--- config.mk ---
export PLATFORM = sky130hd
export DESIGN_NAME = vram_arbiter
export DESIGN_NICKNAME = d
export VERILOG_FILES = /design/src/rtl/vram_pkg.sv /design/src/rtl/vram_write_buffer.sv /design/src/rtl/vram_arbiter.sv
export SDC_FILE = /design/constraint.sdc
export NUM_CORES = 1
export LEC_CHECK = 0
export ABC_AREA = 1
export ABC_CLOCK_PERIOD_IN_PS = 2000
export CAP_MARGIN = 20
export CORE_MARGIN = 4
export CORE_UTILIZATION = 42
export CTS_CLUSTER_DIAMETER = 40
export CTS_CLUSTER_SIZE = 28
export DETAILED_ROUTE_END_ITERATION = 8
export PLACE_DENSITY_LB_ADDON = 0.08
export SLEW_MARGIN = 10
export SYNTH_ARGS = -nofsm -noshare
export SYNTH_HDL_FRONTEND = slang
export SYNTH_HIERARCHICAL = 1
export SYNTH_SLANG_ARGS = --single-unit
--- constraint.sdc ---
create_clock -name clk -period 2 [get_ports clk]
set_clock_uncertainty 0.05 [all_clocks]
set_input_delay 0.3 -clock clk [delete_from_list [all_inputs] [get_ports clk]]
set_output_delay 0.3 -clock clk [all_outputs]
set_load 0.01 [all_outputs]
--- src/rtl/vram_pkg.sv ---
// Shared encodings and default widths for the video RAM arbiter.
// Consumed by vram_arbiter and vram_write_buffer.
package vram_pkg;

    localparam int VRAM_ADDR_BITS = 13;
    localparam int VRAM_DATA_BITS = 8;

    typedef enum logic [1:0] {
        C_IDLE = 2'd0,
        C_WAIT = 2'd1,
        C_ACK  = 2'd2
    } cpu_state_e;

    typedef enum logic [1:0] {
        TAG_NONE = 2'd0,
        TAG_VID  = 2'd1,
        TAG_CPU  = 2'd2
    } vram_tag_e;

    // Video and CPU issues are mutually exclusive; video is checked first anyway.
    function automatic vram_tag_e issue_tag(input logic vid, input logic cpu);
        if (vid) begin
            return TAG_VID;
        end else if (cpu) begin
            return TAG_CPU;
        end
        return TAG_NONE;
    endfunction

endpackage

--- src/rtl/vram_write_buffer.sv ---
// One-entry posted write buffer (address, data, full flag).
// Only instantiated when VRAM_ARB_POSTED_WRITE_EN is defined.
module vram_write_buffer
    import vram_pkg::*;
#(
    parameter int ADDR_BITS = VRAM_ADDR_BITS,
    parameter int DATA_BITS = VRAM_DATA_BITS
) (
    input  logic                 clk,
    input  logic                 reset,
    input  logic                 load_i,
    input  logic [ADDR_BITS-1:0] addr_i,
    input  logic [DATA_BITS-1:0] data_i,
    input  logic                 drain_i,
    output logic                 full_o,
    output logic [ADDR_BITS-1:0] addr_o,
    output logic [DATA_BITS-1:0] data_o
);

    logic                 full_q, full_d;
    logic [ADDR_BITS-1:0] addr_q, addr_d;
    logic [DATA_BITS-1:0] data_q, data_d;

    always_comb begin
        full_d = full_q;
        addr_d = addr_q;
        data_d = data_q;
        if (load_i && !full_q) begin
            full_d = 1'b1;
            addr_d = addr_i;
            data_d = data_i;
        end else if (drain_i && full_q) begin
            full_d = 1'b0;
        end
    end

    always_ff @(posedge clk or posedge reset) begin
        if (reset) begin
            full_q <= 1'b0;
            addr_q <= '0;
            data_q <= '0;
        end else begin
            full_q <= full_d;
            addr_q <= addr_d;
            data_q <= data_d;
        end
    end

    assign full_o = full_q;
    assign addr_o = addr_q;
    assign data_o = data_q;

endmodule

--- src/rtl/vram_arbiter.sv ---
// Single-port video RAM arbiter: scanout fetch (fixed priority, pipelined) vs CPU req/ack.
// Optional posted CPU writes under VRAM_ARB_POSTED_WRITE_EN.
module vram_arbiter
    import vram_pkg::*;
#(
    parameter int ADDR_BITS = VRAM_ADDR_BITS,
    parameter int DATA_BITS = VRAM_DATA_BITS
) (
    input  logic                 clk,
    input  logic                 reset,
    input  logic                 vidReq,
    input  logic [ADDR_BITS-1:0] vidAddr,
    output logic [DATA_BITS-1:0] vidData,
    output logic                 vidValid,
    input  logic                 cpuReq,
    input  logic                 cpuWe,
    input  logic [ADDR_BITS-1:0] cpuAddr,
    input  logic [DATA_BITS-1:0] cpuWData,
    output logic [DATA_BITS-1:0] cpuRData,
    output logic                 cpuAck,
    output logic                 ramEn,
    output logic                 ramWe,
    output logic [ADDR_BITS-1:0] ramAddr,
    output logic [DATA_BITS-1:0] ramWData,
    input  logic [DATA_BITS-1:0] ramRData
);

`ifdef VRAM_ARB_POSTED_WRITE_EN
    localparam bit POSTED_WRITE = 1'b1;
`else
    localparam bit POSTED_WRITE = 1'b0;
`endif

    cpu_state_e           cstate_q, cstate_d;
    vram_tag_e            tag_a_q, tag_b_q;
    logic                 cpu_we_q;
    logic                 ram_en_q, ram_we_q;
    logic [ADDR_BITS-1:0] ram_addr_q;
    logic [DATA_BITS-1:0] ram_wdata_q;
    logic                 vid_valid_q, cpu_ack_q;
    logic [DATA_BITS-1:0] vid_data_q, cpu_rdata_q;

    logic                 vid_issue, cpu_issue, wb_load, wb_drain;
    logic                 wb_full;
    logic [ADDR_BITS-1:0] wb_addr;
    logic [DATA_BITS-1:0] wb_data;

`ifdef VRAM_ARB_POSTED_WRITE_EN
    vram_write_buffer #(
        .ADDR_BITS(ADDR_BITS),
        .DATA_BITS(DATA_BITS)
    ) u_wbuf (
        .clk    (clk),
        .reset  (reset),
        .load_i (wb_load),
        .addr_i (cpuAddr),
        .data_i (cpuWData),
        .drain_i(wb_drain),
        .full_o (wb_full),
        .addr_o (wb_addr),
        .data_o (wb_data)
    );
`else
    assign wb_full = 1'b0;
    assign wb_addr = '0;
    assign wb_data = '0;
`endif

    always_ff @(posedge clk or posedge reset) begin
        if (reset) begin
            cstate_q <= C_IDLE;
        end else begin
            cstate_q <= cstate_d;
        end
    end

    always_comb begin
        cstate_d = cstate_q;
        case (cstate_q)
            C_IDLE: begin
                if (cpu_issue) begin
                    cstate_d = C_WAIT;
                end else if (wb_load) begin
                    cstate_d = C_ACK;
                end
            end
            C_WAIT: begin
                if (tag_b_q == TAG_CPU) begin
                    cstate_d = C_ACK;
                end
            end
            C_ACK:   cstate_d = C_IDLE;
            default: cstate_d = C_IDLE;
        endcase
    end

    // A full buffer blocks every new CPU request so a later read cannot overtake the write.
    always_comb begin
        vid_issue = vidReq;
        wb_drain  = POSTED_WRITE && wb_full && !vidReq;
        wb_load   = 1'b0;
        cpu_issue = 1'b0;
        if (cstate_q == C_IDLE && cpuReq && !wb_full) begin
            if (POSTED_WRITE && cpuWe) begin
                wb_load = 1'b1;
            end else if (!vidReq) begin
                cpu_issue = 1'b1;
            end
        end
    end

    always_ff @(posedge clk or posedge reset) begin
        if (reset) begin
            ram_en_q    <= 1'b0;
            ram_we_q    <= 1'b0;
            ram_addr_q  <= '0;
            ram_wdata_q <= '0;
            tag_a_q     <= TAG_NONE;
            tag_b_q     <= TAG_NONE;
            cpu_we_q    <= 1'b0;
        end else begin
            ram_en_q <= vid_issue | cpu_issue | wb_drain;
            ram_we_q <= (cpu_issue & cpuWe) | wb_drain;
            if (vid_issue) begin
                ram_addr_q <= vidAddr;
            end else if (cpu_issue) begin
                ram_addr_q  <= cpuAddr;
                ram_wdata_q <= cpuWData;
            end else if (wb_drain) begin
                ram_addr_q  <= wb_addr;
                ram_wdata_q <= wb_data;
            end
            tag_a_q <= issue_tag(vid_issue, cpu_issue);
            tag_b_q <= tag_a_q;
            if (cpu_issue) begin
                cpu_we_q <= cpuWe;
            end
        end
    end

    // tag_b_q marks the access whose read data is on ramRData this cycle.
    always_ff @(posedge clk or posedge reset) begin
        if (reset) begin
            vid_valid_q <= 1'b0;
            vid_data_q  <= '0;
            cpu_ack_q   <= 1'b0;
            cpu_rdata_q <= '0;
        end else begin
            vid_valid_q <= (tag_b_q == TAG_VID);
            if (tag_b_q == TAG_VID) begin
                vid_data_q <= ramRData;
            end
            cpu_ack_q <= (tag_b_q == TAG_CPU) | wb_load;
            if (tag_b_q == TAG_CPU && !cpu_we_q) begin
                cpu_rdata_q <= ramRData;
            end
        end
    end

    assign ramEn    = ram_en_q;
    assign ramWe    = ram_we_q;
    assign ramAddr  = ram_addr_q;
    assign ramWData = ram_wdata_q;
    assign vidValid = vid_valid_q;
    assign vidData  = vid_data_q;
    assign cpuAck   = cpu_ack_q;
    assign cpuRData = cpu_rdata_q;

endmodule

# ---- After elaboration in Yosys (flattened, before gate mapping)
# Cells that the tools add are included.
dict set report word_totals {
  regBits 48
  input_bits 47
  out_inout_bits 41
  word_cells 39
}
dict set report classes {
  n_eq_ne 5
  mux 12
  n_bitwise 3
  reduce_logical 7
}
# op count
set ops {}
lappend ops {{$mux 13} 2}
lappend ops {{$mux 2} 5}
lappend ops {{$eq 2x1->1 const B} 2}
lappend ops {{$mux 1} 4}
lappend ops {{$ne 2x2->1 const B} 2}
lappend ops {{$pmux 2 s2} 1}
lappend ops {{$reduce_and 2->1} 2}
lappend ops {{$eq 2x2->1 const B} 1}
lappend ops {{$logic_and 1x1->1} 2}
lappend ops {{$logic_not 2->1} 1}
lappend ops {{$reduce_bool 2->1} 1}
lappend ops {{$and 1x1->1} 1}
lappend ops {{$logic_not 1->1} 1}
lappend ops {{$not 1->1} 1}
lappend ops {{$or 1x1->1} 1}

# ---- Longest topological paths before layout
# Gate-level depths: netlist of run 1.
dict set report depth {
  depth_word 6
  mapped_depth 6
  ltp_nobuf 5
}

# ---- Least setup slack after synthesis of run 1
# No wires, ideal clock.
dict set report synth_timing {
  kind {flip-flop to flip-flop}
  start {register cstate_q[1]}
  end {register ram_wdata_q[0] (netlist: ramWData[0])}
  arrival_ns 0.942
  slack_ns 0.891
  path_stages_with_launch 7
  period_less_slack_ns 1.109
  cell_sequence {dfrtp_1 -> nor2_4 -> buf_6 -> nand3_2 -> buf_6 -> nand2_1 -> nand2_1}
}
dict set report synth_via {
  elab_chain_cells 4
}
# element line
set synth_lines {}
lappend synth_lines {{start: declaration} vram_arbiter.sv:34} ;# cpu_state_e cstate_q, cstate_d;
lappend synth_lines {{start signal: assignment} vram_arbiter.sv:73} ;# cstate_q <= cstate_d;
lappend synth_lines {{$logic_not 2->1} vram_arbiter.sv:103} ;# if (cstate_q == C_IDLE && cpuReq && !wb_full) begin
lappend synth_lines {{$logic_and 1x1->1} vram_arbiter.sv:103}
lappend synth_lines {{$mux 1} vram_arbiter.sv:103}
lappend synth_lines {{$reduce_and 2->1 (no line)} --}
lappend synth_lines {{end signal: assignment} vram_arbiter.sv:128} ;# ram_wdata_q <= cpuWData;
lappend synth_lines {{end signal: assignment} vram_arbiter.sv:131} ;# ram_wdata_q <= wb_data;
lappend synth_lines {{end: declaration} vram_arbiter.sv:39} ;# logic [DATA_BITS-1:0] ram_wdata_q;
# No other way between the ends.
# A chain may end at the register's enable or synchronous reset.

# ---- Worst setup path after layout of run 1
dict set report layout_timing {
  start {register ram_addr_q[5] (netlist: ramAddr[5])}
  end {output port ramAddr[5]}
}
# element line
set layout_lines {}
lappend layout_lines {{start: declaration} vram_arbiter.sv:38} ;# logic [ADDR_BITS-1:0] ram_addr_q;
lappend layout_lines {{start signal: assignment} vram_arbiter.sv:125} ;# ram_addr_q <= vidAddr;
lappend layout_lines {{start signal: assignment} vram_arbiter.sv:127} ;# ram_addr_q <= cpuAddr;
lappend layout_lines {{start signal: assignment} vram_arbiter.sv:130} ;# ram_addr_q <= wb_addr;
lappend layout_lines {{end: declaration} vram_arbiter.sv:23} ;# output logic [ADDR_BITS-1:0] ramAddr,
# No word-level cell between the ends.

==> impl_metrics.env, run 1 <==
export IMPL_endpoint_kind="output port"
export IMPL_peakVddDrop_mv=0.410
export IMPL_vias=1721
export IMPL_timing_hold_violations_final=0
export IMPL_initial_core_util_pct=44.6
export IMPL_wl_per_cell_um=12.4
export IMPL_die_x_um=77.1
export IMPL_cts_tree="built"
export IMPL_final_nets=360
export IMPL_final_layout_size_suffix_gt1_share_pct=6.37
export IMPL_grt_max_degree=22
export IMPL_p_leak_uw=0.00154
export IMPL_fin_crit_ns=1.55
export IMPL_drcViolationCount=0
export IMPL_ys_flop_type="dfrtp_1"
export IMPL_gr_total_overflow=0
export IMPL_synth_area_leader_cell="dfrtp_1"
export IMPL_cp_arrival_ns=1.20
export IMPL_gp_congestion=0.708
export IMPL_netlist_instances=225
export IMPL_synth_seq_area_share_pct=59.8
export IMPL_clk_pin_slew_ns=0.08
export IMPL_cts_sinks=48
export IMPL_crit_fanout=2
export IMPL_critPathSlowestCell="clkdlybuf4s50_1"
export IMPL_path_class="reg2out"
export IMPL_cts_resized=0
export IMPL_cts_buffers_inserted=5
export IMPL_max_slew_worst_pin_slew_ns=0.471
export IMPL_die_height_um=77.1
export IMPL_final_setup_tns_ns=0
export IMPL_crit_chain="clkdlybuf4s50_1"
export IMPL_ant_nets=0
export IMPL_hp_class="in2async"
export IMPL_cts_setup_buffers=0
export IMPL_dp_hpwl_mm=3.42
export IMPL_ys_seq_elements=48
export IMPL_grt_pass1_vias=1654
export IMPL_grt_setup_unrepaired="no"
export IMPL_drtIter0Drc=58
export IMPL_grt_pass1_wl_mm=7.82
export IMPL_fin_area_um2=3020
export IMPL_cp_num_cells=1
export IMPL_core_area_um2=4500
export IMPL_yosysMostFrequentCell="nand2_1"
export IMPL_r2r_end="ramAddr[12]"
export IMPL_setup_worst_path_end="ramAddr[5]"
export IMPL_antenna_cells=0
export IMPL_postPlaceCellArea_um2=2910
export IMPL_status="finished, final reports clean"
export IMPL_cp_data_required_time_ns=1.65
export IMPL_ys_types=18
export IMPL_std_cell_rows=24
export IMPL_synth_area_per_cell_um2=8.93
export IMPL_worst_path_buf_inv=1
export IMPL_cts_root_buf="clkbuf_8"
export IMPL_maxSlewViolCount=0
export IMPL_fin_util_pct=67.0
export IMPL_critical_path_top_delay_family="buffers and inverters"
export IMPL_fmax_ghz=0.643
export IMPL_postCtsHoldBufs=0
export IMPL_drtPass1Iterations=4
export IMPL_worstSetupStartpoint="ramAddr[5]"
export IMPL_synthesis_area_um2=2010
export IMPL_area_delta_synth_final_pct=50.2
export IMPL_setup_violations=0
export IMPL_io_buffers=87
export IMPL_synthArstFlopShare_pct=100
export IMPL_rrSetupSlack_ns=0.46
export IMPL_wl_mm=4.55
export IMPL_die_area_um2=5950
export IMPL_antenna_found_initial=0
export IMPL_htreeDepth=2
export IMPL_synth_warnings=6
export IMPL_reg2regPathDepth=5
export IMPL_synthTopCellsByCount="103 x nand2_1, 48 x dfrtp_1, 16 x inv_1"
export IMPL_postSynthNetCount=272
export IMPL_r2r_start="cstate_q[1]"
export IMPL_fillCellCount=389
export IMPL_clock_latency_ns=0.29
export IMPL_synth_edf_count=0
export IMPL_critPathLaunchType="flop"
export IMPL_powerDensity_nw_per_um2=675
export IMPL_synth_top_area_share_pct=59.8
export IMPL_synth_area_leaders="dfrtp_1 60%, nand2_1 19%, nand3_1 3.2%"
export IMPL_max_slew_margin_pct=68.5
export IMPL_drv_cap=0
export IMPL_io_pins=88
export IMPL_fin_crit_sh_pct=77.7
export IMPL_cts_buffer_depth=2
export IMPL_grtUsageTotal_pct=16.1
export IMPL_vias_per_cell=4.70
export IMPL_slowest_delay_ns=0.54
per-stage QoR:
stage               hold slack [ns]  setup WS, ns  cells  total power (uW)
floorplan                     0.281         0.506    225              1180
global placement              0.282         0.396    358              1390
detailed placement            0.285         0.361    358              1390
CTS                           0.212         0.432    366              2060
global route                  0.233         0.301    366              2140
finish                        0.208         0.446    366              2040
logic make-up (layout without fill, tap and decap cells):
| family | Yosys count | after routing | share of synthesized area (%) |
|---|---|---|---|
| flops | 48 | 48 | 59.8 |
| compound gates | 16 | 16 | 3.99 |
| simple gates | 132 | 132 | 28.4 |
| buf+inv | 29 | 118 | 7.79 |
sequential cells by signal, indices dropped and copies added, names as in the netlist:
| name | count |
|---|---|
| ramAddr | 13 |
| cpuRData | 8 |
| ramWData | 8 |
| tag_b_q | 2 |
| cpu_we_q | 1 |
| ramEn | 1 |
| tag_a_q | 2 |
| ramWe | 1 |
| cstate_q | 2 |
| vidData | 8 |
| vidValid | 1 |
| cpuAck | 1 |
cells in the final DEF, fill, tap and decap left out:
cell / instances
nand3_2: 1
dfrtp_1: 48
nand3_1: 13
nand2_2: 2
buf_12: 1
nand3b_4: 1
clkdlybuf4s50_1: 87
clkinv_2: 1
nand4_1: 9
nor3_1: 1
inv_2: 2
buf_4: 5
inv_1: 15
clkbuf_8: 5
bufinv_16: 1
nor2_1: 1
nand2_1: 103
o21ai_1: 4
clkbuf_1: 1
nor2_4: 1
o21ai_0: 12
power breakdown:
group / internal [uW] / leakage, uW / switching (uW)
Clock: 371 / 0.0000552 / 297
Combinational: 191 / 0.000911 / 136
Sequential: 1020 / 0.000579 / 25.0
Total: 1580 / 0.00154 / 458
area by class of cell:
class	count	area [um^2]	area share [%]
well taps	52	65.1	2.16
clock inverters	2	35.0	1.16
multi-input cells	148	651	21.6
repair buffers	93	928	30.8
inverters	17	63.8	2.12
flip-flops and latches	48	1200	39.8
clock buffers	6	72.6	2.41
metal layers:
| layer | GRT usage [%] | up-vias | part of all wire [%] |
|---|---|---|---|
| li1 | - | 879 | - |
| met1 | 21.1 | 776 | 46 |
| met2 | 24.9 | 62 | 45 |
| met3 | 5.85 | 4 | 8.3 |
| met4 | 4.80 | 0 | 0.73 |
| met5 | 0 | - | 0 |
worst min path at each step:
stage / startpoint / end / slack, ns / depth (start not counted)
floorplan: tag_a_q[0] / tag_b_q[0] / 0.28 / 0
global placement: tag_a_q[0] / tag_b_q[0] / 0.28 / 0
detailed placement: tag_a_q[0] / tag_b_q[0] / 0.28 / 0
CTS: reset / ramAddr[2] / 0.21 / 2
global route: reset / ramAddr[2] / 0.23 / 2
finish: reset / ramAddr[3] / 0.21 / 2
No activity file was read; power rests on OpenSTA's default activity.
==> run 2: changes to the inputs <==
--- a/config.mk
+++ b/config.mk
@@ -6,7 +6,7 @@
 export NUM_CORES = 1
 export LEC_CHECK = 0
 export ABC_AREA = 1
-export ABC_CLOCK_PERIOD_IN_PS = 2000
+export ABC_CLOCK_PERIOD_IN_PS = 1600
 export CAP_MARGIN = 20
 export CORE_MARGIN = 4
 export CORE_UTILIZATION = 42
==> constraint.sdc (replaced) <==
create_clock -name clk -period 1.6 [get_ports clk]
set_clock_uncertainty 0.05 [all_clocks]
set_input_delay 0.24 -clock clk [delete_from_list [all_inputs] [get_ports clk]]
set_output_delay 0.24 -clock clk [all_outputs]
set_load 0.01 [all_outputs]
==> run 2 against run 1 <==
  * Die area unchanged
  * Sequential cell count unchanged
  * Combinational power increased by 25%
  * Worst hold slack improved by 0.044 ns
  * Final cell count increased by 0.27%
  * Clock power increased by 29%
  * Via count decreased by 0.99%
  * Register-to-register slack got worse by 0.17 ns
  * First-iteration DRC count increased by 57%
  * Largest power group unchanged
==> impl_metrics.env, run 2 (synthesis gave the netlist of run 1 again) <==
export IMPL_core_area_um2=4500
export IMPL_drv_cap=0
export IMPL_fillCellCount=377
export IMPL_p_leak_uw=0.00155
export IMPL_peakVddDrop_mv=0.360
export IMPL_fin_crit_sh_pct=94.4
export IMPL_final_layout_size_suffix_gt1_share_pct=6.98
export IMPL_final_cell_mix="103 x nand2_1, 87 x clkdlybuf4s50_1, 48 x dfrtp_1"
export IMPL_cts_setup_buffers=0
export IMPL_die_height_um=77.1
export IMPL_crit_fanout=2
export IMPL_final_setup_tns_ns=0
export IMPL_grt_pass1_wl_mm=7.89
export IMPL_setup_violations=0
export IMPL_ant_nets=0
export IMPL_cts_sinks=48
export IMPL_io_buffers=87
export IMPL_path_class="reg2out"
export IMPL_crit_chain="clkdlybuf4s50_1"
export IMPL_cts_root_buf="clkbuf_8"
export IMPL_cts_buffer_depth=2
export IMPL_area_delta_synth_final_pct=50.8
export IMPL_postCtsHoldBufs=0
export IMPL_largest_register_ffs=13
export IMPL_critPathSlowestCell="clkdlybuf4s50_1"
export IMPL_final_common_cell="nand2_1"
export IMPL_gp_congestion=0.781
export IMPL_status="finished, final reports clean"
export IMPL_wl_per_cell_um=12.3
export IMPL_cp_data_required_time_ns=1.31
export IMPL_hp_class="in2async"
export IMPL_dp_hpwl_mm=3.34
export IMPL_fin_crit_ns=1.51
export IMPL_rrSetupSlack_ns=0.29
export IMPL_cts_resized=0
export IMPL_gr_total_overflow=0
export IMPL_holdWs_ns=0.252
export IMPL_r2r_end="ramAddr[4]"
export IMPL_drcViolationCount=0
export IMPL_max_slew_margin_pct=68.9
export IMPL_grtUsageTotal_pct=16.4
export IMPL_slowest_delay_ns=0.56
export IMPL_timing_hold_violations_final=0
export IMPL_initial_core_util_pct=44.6
export IMPL_drtPass1Iterations=5
export IMPL_grt_setup_unrepaired="no"
export IMPL_clock_latency_ns=0.29
export IMPL_r2r_start="cstate_q[1]"
export IMPL_critPathLaunchType="flop"
export IMPL_die_x_um=77.1
export IMPL_die_area_um2=5950
export IMPL_vias=1704
export IMPL_vias_per_cell=4.64
export IMPL_wl_mm=4.51
export IMPL_htreeDepth=2
export IMPL_critical_path_top_delay_family="buffers and inverters"
export IMPL_endpoint_kind="output port"
export IMPL_reg2regPathDepth=5
export IMPL_powerDensity_nw_per_um2=848
export IMPL_max_slew_worst_pin_slew_ns=0.466
export IMPL_drtIter0Drc=91
export IMPL_cp_arrival_ns=1.22
export IMPL_worst_path_buf_inv=1
export IMPL_cts_tree="built"
export IMPL_grt_max_degree=49
export IMPL_cts_buffers_inserted=5
export IMPL_maxSlewViolCount=0
export IMPL_final_nets=361
export IMPL_std_cell_rows=24
export IMPL_fmax_ghz=0.662
export IMPL_grt_pass1_vias=1655
export IMPL_antenna_found_initial=0
export IMPL_io_pins=88
export IMPL_clk_pin_slew_ns=0.09
export IMPL_antenna_cells=0
run 2: worst max-delay path by stage:
| stage | startpoint | end | slack, ns | cells past startpoint |
|---|---|---|---|---|
| 2_1_floorplan | reset | cpuAck | 0.17 | 1 |
| 5_1_grt | ramAddr[10] | ramAddr[10] | 0.04 | 1 |
| 4_1_cts | ramAddr[6] | ramAddr[6] | 0.06 | 1 |
| 3_3_place_gp | cpuReq | cpu_we_q | 0.19 | 4 |
| 6_report | ramAddr[6] | ramAddr[6] | 0.09 | 1 |
| 3_5_place_dp | cpuReq | ramWData[5] | 0.15 | 4 |
run 2: layout make-up:
type	count	area [um^2]	area share (%)
Sequential cell	48	1200	39.7
Inverter	17	63.8	2.11
Clock inverter	3	42.5	1.40
Clock buffer	5	68.8	2.27
Timing Repair Buffer	94	936	30.9
Multi-Input combinational cell	148	651	21.5
Tap cell	52	65.1	2.15
run 2: routing by layer:
layer,GRT usage [%],vias to the layer above,wire [um]
met1,22.0,758,2030
met2,24.6,63,2040
met4,4.80,0,24
li1,-,881,-
met5,0,-,0
met3,6.56,2,416
run 2: metrics by stage:
step | std cells | area [um^2] | utilization, % | setup WS (ns) | total power [uW]
after floorplan | 225 | 2010 | - | 0.166 | 1480
after global placement | 359 | 2920 | 64.8 | 0.189 | 1730
after detailed placement | 359 | 2920 | 64.8 | 0.150 | 1740
after CTS | 367 | 3030 | 67.2 | 0.0630 | 2590
after global routing | 367 | 3030 | 67.2 | 0.0354 | 2700
final | 367 | 3030 | 67.2 | 0.0897 | 2570
run 2: power by group:
part	internal, uW	switching [uW]	leakage, uW
registers	1270	30.2	0.000579
logic	240	169	0.000915
clock network	463	398	0.0000541
